--- config.mk ---
export PLATFORM = sky130hd
export DESIGN_NAME = resample_pop_sched
export DESIGN_NICKNAME = d
export VERILOG_FILES = /design/src/rtl/resample_sched_pkg.sv /design/src/rtl/resample_frame_timer.sv /design/src/rtl/resample_pop_sched.sv
export SDC_FILE = /design/constraint.sdc
export NUM_CORES = 1
export LEC_CHECK = 0
export ABC_CLOCK_PERIOD_IN_PS = 5500
export BUFFER_PORTS_ARGS = -buffer_cell sky130_fd_sc_hd__buf_2
export CORE_MARGIN = 2
export CORE_UTILIZATION = 50
export CTS_CLUSTER_SIZE = 40
export DETAILED_ROUTE_END_ITERATION = 12
export PLACE_DENSITY = 0.72
export SLEW_MARGIN = 20
export SYNTH_ARGS = -nofsm -noshare
export SYNTH_HDL_FRONTEND = slang
export SYNTH_SLANG_ARGS = --single-unit
--- constraint.sdc ---
create_clock -name clk -period 5.5 [get_ports clk]
set_clock_uncertainty 0.15 [all_clocks]
set_input_delay 1.1 -clock clk [delete_from_list [all_inputs] [get_ports clk]]
set_output_delay 1.1 -clock clk [all_outputs]
set_load 0.05 [all_outputs]
--- src/rtl/resample_sched_pkg.sv ---
// Shared types and helpers for the resample pop scheduler: FSM encoding,
// minimum usable frame period and the masked-channel search.
package resample_sched_pkg;

  typedef enum logic [1:0] {
    IDLE     = 2'd0,
    ISSUE    = 2'd1,
    WAIT_ACK = 2'd2
  } sched_state_t;

  localparam int MIN_PERIOD = 2;
  localparam int MAX_CH     = 32;

  // Lowest set bit of mask at or above 'from'; -1 when none remains.
  function automatic int next_ch(input logic [MAX_CH-1:0] mask, input int from);
    int idx;
    idx = -1;
    for (int i = MAX_CH - 1; i >= 0; i--) begin
      if (i >= from && mask[i]) idx = i;
    end
    return idx;
  endfunction

endpackage

--- src/rtl/resample_frame_timer.sv ---
// Output-rate frame timer: latches the period at each wrap (and on enable),
// counts 0..P-1 and emits a registered pulse while the count is 0.
module resample_frame_timer
  import resample_sched_pkg::*;
#(
  parameter int PERIOD_W = 8
) (
  input  logic                clk,
  input  logic                rst,
  input  logic                en,
  input  logic [PERIOD_W-1:0] period,
  output logic                frame
);

  logic [PERIOD_W-1:0] cnt;
  logic [PERIOD_W-1:0] per;
  logic                run;
  logic                active;

  assign active = en && (period >= PERIOD_W'(MIN_PERIOD));

  // The enabling cycle counts as count 0, so the first pulse lands P cycles later.
  always_ff @(posedge clk or negedge rst) begin
    if (!rst) begin
      cnt   <= '0;
      per   <= '0;
      run   <= 1'b0;
      frame <= 1'b0;
    end else if (!active) begin
      cnt   <= '0;
      run   <= 1'b0;
      frame <= 1'b0;
    end else if (!run) begin
      run   <= 1'b1;
      per   <= period;
      cnt   <= PERIOD_W'(1);
      frame <= 1'b0;
    end else if (cnt == per - PERIOD_W'(1)) begin
      cnt   <= '0;
      per   <= period;
      frame <= 1'b1;
    end else begin
      cnt   <= cnt + PERIOD_W'(1);
      frame <= 1'b0;
    end
  end

endmodule

--- src/rtl/resample_pop_sched.sv ---
// Per-frame pop sequencer for the resample pipeline with deadline tracking.
// Optional per-channel underrun counters: define RESAMPLE_SCHED_STATS_EN.
//
// state    | meaning
// IDLE     | waiting for a frame tick
// ISSUE    | pop strobe on cur_ch this cycle
// WAIT_ACK | waiting for ack_i[cur_ch]
module resample_pop_sched
  import resample_sched_pkg::*;
#(
  parameter int NUM_CH      = 2,
  parameter int NUM_CH_LOG2 = 1,
  parameter int PERIOD_W    = 8
) (
  input  logic                   clk,
  input  logic                   rst,
  input  logic                   en_i,
  input  logic [PERIOD_W-1:0]    period_i,
  input  logic [NUM_CH-1:0]      ch_mask_i,
  input  logic [NUM_CH-1:0]      ack_i,
  input  logic                   underrun_clr_i,
  output logic [NUM_CH-1:0]      pop_o,
  output logic                   frame_o,
  output logic                   busy_o,
  output logic [NUM_CH_LOG2-1:0] cur_ch_o,
  output logic [NUM_CH-1:0]      underrun_o
`ifdef RESAMPLE_SCHED_STATS_EN
  , output logic [16*NUM_CH-1:0] underrun_cnt_o
`endif
);

  sched_state_t            state, state_nxt;
  logic [NUM_CH_LOG2-1:0]  cur_ch, cur_nxt;
  logic [NUM_CH-1:0]       mask_q, mask_nxt;
  logic [NUM_CH-1:0]       underrun;
  logic [NUM_CH-1:0]       miss_set;
  logic [NUM_CH-1:0]       pop;
  logic                    tick;
  int                      lo_ch;
  int                      nx_ch;

  resample_frame_timer #(
    .PERIOD_W(PERIOD_W)
  ) u_timer (
    .clk    (clk),
    .rst    (rst),
    .en     (en_i),
    .period (period_i),
    .frame  (tick)
  );

  always_ff @(posedge clk or negedge rst) begin
    if (!rst) begin
      state    <= IDLE;
      cur_ch   <= '0;
      mask_q   <= '0;
      underrun <= '0;
    end else begin
      state    <= state_nxt;
      cur_ch   <= cur_nxt;
      mask_q   <= mask_nxt;
      underrun <= (underrun_clr_i ? '0 : underrun) | miss_set;
    end
  end

  always_comb begin
    state_nxt = state;
    cur_nxt   = cur_ch;
    mask_nxt  = mask_q;
    pop       = '0;
    miss_set  = '0;
    lo_ch     = next_ch(MAX_CH'(ch_mask_i), 0);
    nx_ch     = next_ch(MAX_CH'(mask_q), int'(cur_ch) + 1);

    if (state == ISSUE) pop[cur_ch] = 1'b1;

    case (state)
      IDLE: begin
        if (tick) begin
          mask_nxt = ch_mask_i;
          if (lo_ch >= 0) begin
            state_nxt = ISSUE;
            cur_nxt   = NUM_CH_LOG2'(lo_ch);
          end
        end
      end
      ISSUE: state_nxt = WAIT_ACK;
      WAIT_ACK: begin
        if (ack_i[cur_ch]) begin
          if (nx_ch >= 0) begin
            state_nxt = ISSUE;
            cur_nxt   = NUM_CH_LOG2'(nx_ch);
          end else begin
            state_nxt = IDLE;
          end
        end
      end
      default: state_nxt = IDLE;
    endcase

    // Missed deadline: flag the served channel and every later one still owed
    // a pop, then restart the sequence on this same tick.
    if (tick && state != IDLE) begin
      miss_set[cur_ch] = 1'b1;
      for (int i = 0; i < NUM_CH; i++) begin
        if (mask_q[i] && i > int'(cur_ch)) miss_set[i] = 1'b1;
      end
      mask_nxt = ch_mask_i;
      if (lo_ch >= 0) begin
        state_nxt = ISSUE;
        cur_nxt   = NUM_CH_LOG2'(lo_ch);
      end else begin
        state_nxt = IDLE;
      end
    end
  end

  assign pop_o      = pop;
  assign frame_o    = tick;
  assign busy_o     = (state != IDLE);
  assign cur_ch_o   = cur_ch;
  assign underrun_o = underrun;

`ifdef RESAMPLE_SCHED_STATS_EN
  logic [15:0] ucnt [NUM_CH];

  // A clear coinciding with an event leaves a count of one, matching the flag.
  always_ff @(posedge clk or negedge rst) begin
    if (!rst) begin
      for (int i = 0; i < NUM_CH; i++) ucnt[i] <= '0;
    end else begin
      for (int i = 0; i < NUM_CH; i++) begin
        if (underrun_clr_i) ucnt[i] <= miss_set[i] ? 16'd1 : 16'd0;
        else if (miss_set[i] && ucnt[i] != 16'hffff) ucnt[i] <= ucnt[i] + 16'd1;
      end
    end
  end

  always_comb begin
    underrun_cnt_o = '0;
    for (int i = 0; i < NUM_CH; i++) underrun_cnt_o[16*i +: 16] = ucnt[i];
  end
`else
  // Without statistics only the sticky flags record deadline misses.
`endif

endmodule

==> results.cfg <==
[critical_path]
crit_required_ns = 5.55
rr_worst_depth = 8
path_max_fanout = 8
arrival_ns = 2.78
r2r_start = u_timer.per[0]$_DFFE_PN0P_
cp-start-kind = register
ff2ff_setup_slack_ns = 2.77
reg2reg_to = u_timer.per[0]$_DFFE_PN0P_
critical_path_class = register to register
cp-end-kind = register

[global_routing]
overflow = 0
grt_pass1_vias = 929
track_usage_pct = 16.78
grt_max_degree = 25
grt_pass1_wl_um = 4229
antenna_found_initial = 0

[detailed_routing]
dr.pass1.iters = 4
wirelength_um = 2389
detail-route-antenna-nets = 0
wl_per_cell_um = 13.81
drc = 0
vias_per_cell = 5.329
drt_iter0_drc = 15
dr_total_vias = 922

[sta]
setup_viol_count_final = 0
worst_slew_pin_slew_ns = 0.5329
max_slew_margin_pct = 64.47
fin_crit_ns = 2.735
hold_violations = 0
fin_crit_sh_pct = 49.72
clock.fmax_ghz = 0.3657
slew_viol_final = 0
rsz0062_at_grt = false
final.setup.tns_ns = 0

[clock_tree]
cts_root_buf = clkbuf_4
cts_hold_buf = 0
cts-resized-gates = 0
cts_buffer_depth = 2
cts_setup_buffers = 0
cts_sinks = 24
clk_latency_ns = 0.31
cts_buffers = 3
clk_pin_slew_ns = 0.13
h-tree-depth = 1
cts_tree = yes

[logic_synthesis]
synth_top_cell_area_share_pct = 45.58
synthTopCellsByArea = dfrtp_1 46%, mux2_4 9.1%, xnor2_1 4.7%, xor2_1 4.7%, nor2_1 3.4%
async_reset_ff_share_pct = 100.0
synth_top_flop_cell = dfrtp_1
ys_types = 40
synth_edf_count = 0
netlist_area_um2 = 1318
postSynthCellCount = 117
yosysTopAreaCell = dfrtp_1
ys_warn_count = 0
syn_avg_cell_area_um2 = 11.26
seq_area_frac_synth_pct = 45.58
synth_fp_nets = 135
ys_ff_latch = 24

[finish]
multi_input_area_um2 = 690.7
n_antenna_cell = 0
drive_gt1_share_pct = 32.87
regArea_um2 = 600.6
nets = 162
fill_cells = 212
fin_area_um2 = 1518
syn_to_final_growth_pct = 15.19

[worst_hold_path]
hold_path_end = underrun_o[0]$_DFF_PN0_
hold_class = register to register
min_from = underrun_o[0]$_DFF_PN0_
whs_path_depth = 2

[placed_design]
dpl-instance-area_um2 = 1465
post-dp-hpwl_um = 1843
port_buffers = 22
routabilityCongestion = 0.7476

[die]
ioPinCount = 23
rows = 18
die_area_um2 = 3061
initial_core_util_pct = 53.18
die_x_um = 55.33
core_um2 = 2477
die_y_um = 55.33

[power_and_ir_drop]
powerDensity_nw_per_um2 = 273.4
p_leak_nw = 0.7322
ir_drop_uv = 222.3

[run_status]
status = completed

[job]
max-cap-violations = 0
[state kept, by name (all words and copies together) (netlist names)]
| name | cells |
|---|---|
| underrun_o | 2 |
| u_timer.per | 8 |
| mask_q | 1 |
| u_timer.cnt | 8 |
| cur_ch_o | 1 |
| u_timer.frame | 1 |
| state | 2 |
| u_timer.run | 1 |
[worst max-delay path by stage]
stage	startpoint	end	slack [ns]	depth (start not counted)
final	u_timer.per[0]$_DFFE_PN0P_	u_timer.per[0]$_DFFE_PN0P_	2.77	8
after global routing	u_timer.per[0]$_DFFE_PN0P_	u_timer.per[4]$_DFFE_PN0P_	2.59	8
after CTS	u_timer.per[0]$_DFFE_PN0P_	u_timer.per[0]$_DFFE_PN0P_	2.77	8
after detailed placement	u_timer.per[0]$_DFFE_PN0P_	u_timer.per[0]$_DFFE_PN0P_	2.80	8
after global placement	u_timer.per[0]$_DFFE_PN0P_	u_timer.per[1]$_DFFE_PN0P_	2.88	8
after floorplan	cur_ch_o$_DFF_PN0_	pop_o[0]	2.86	1
[Yosys cell counts (2+ instances only)]
cell type / count
inv_1: 7
and2_1: 2
o21ai_0: 2
dfrtp_1: 24
xnor2_1: 7
nand3_1: 5
nor3_1: 3
o22ai_1: 2
nor2_1: 12
or2_2: 2
mux2_4: 8
nor2b_1: 3
xor2_1: 7
a21oi_1: 2
nand2b_1: 2
nand2_1: 3
ha_1: 2
and3_1: 2
[cells by family after synthesis]
family                     count (synthesis)  synth area share, %
AOI/OAI and AO/OA                         16                11.21
xor gates and xnor gates                  14                9.307
adders and majority gates                  2                1.899
buffers and inverters                      7                1.995
DFF                                       24                45.58
muxes                                     10                10.73
and+or+nand+nor                           44                19.28
[placed cells by master (no fill, tap or decap), drive strengths merged, types with 2 or more instances in the layout]
master and instances:
mux2 9, o22ai 2, ha 2, nor3 3
xnor2 7, o21ai 3, and2 3, inv 7
clkbuf 3, and3 3, nand2b 2, xor2 7
a21oi 2, nand3 5, buf 22, dfrtp 24
nor2b 3, or2 2, nor2 12, nand2 3
[critical path, cell delays in order (launching register included)]
cell	delay, ns
dfrtp_1	0.45
inv_1	0.08
ha_1	0.18
or3b_2	0.46
nor3_1	0.19
xnor2_1	0.13
a2111oi_4	0.45
o21ai_4	0.19
mux2_4	0.35
[power by group]
part           leakage [nW]  total [mW]  switching [mW]  internal [mW]
logic                 0.392      0.0814          0.0382         0.0432
registers             0.313       0.209          0.0198          0.190
clock network        0.0279       0.124          0.0507         0.0736
total                 0.732       0.415           0.109          0.306
[metrics by stage]
step	worst slack [ns]	hold slack, ns	power, mW	utilization [%]	instances
2_1_floorplan	2.856	0.3528	0.2690	-	117
3_3_place_gp	2.880	0.3687	0.2895	59.14	169
4_1_cts	2.768	0.3998	0.4177	61.26	173
3_5_place_dp	2.803	0.3803	0.2930	59.14	169
6_report	2.765	0.3934	0.4150	61.26	173
5_1_grt	2.592	0.4217	0.4384	61.26	173
[layer usage]
metal | wire length [um] | vias to the layer above | track usage (%)
met5 | 0 | - | 0
met4 | 13 | 0 | 4.530
met1 | 1188 | 447 | 25.23
li1 | - | 465 | -
met2 | 1137 | 8 | 25.34
met3 | 49 | 2 | 2.342
[cell type report]
type                            count  area share, %
Clock buffer                        3          1.484
Multi-Input combinational cell     86          45.51
Tap cell                           30          2.473
Sequential cell                    24          39.57
Clock inverter                      1          1.979
Inverter                            7          1.731
Timing Repair Buffer               22          7.255
Power figures use the tool's default switching activity.
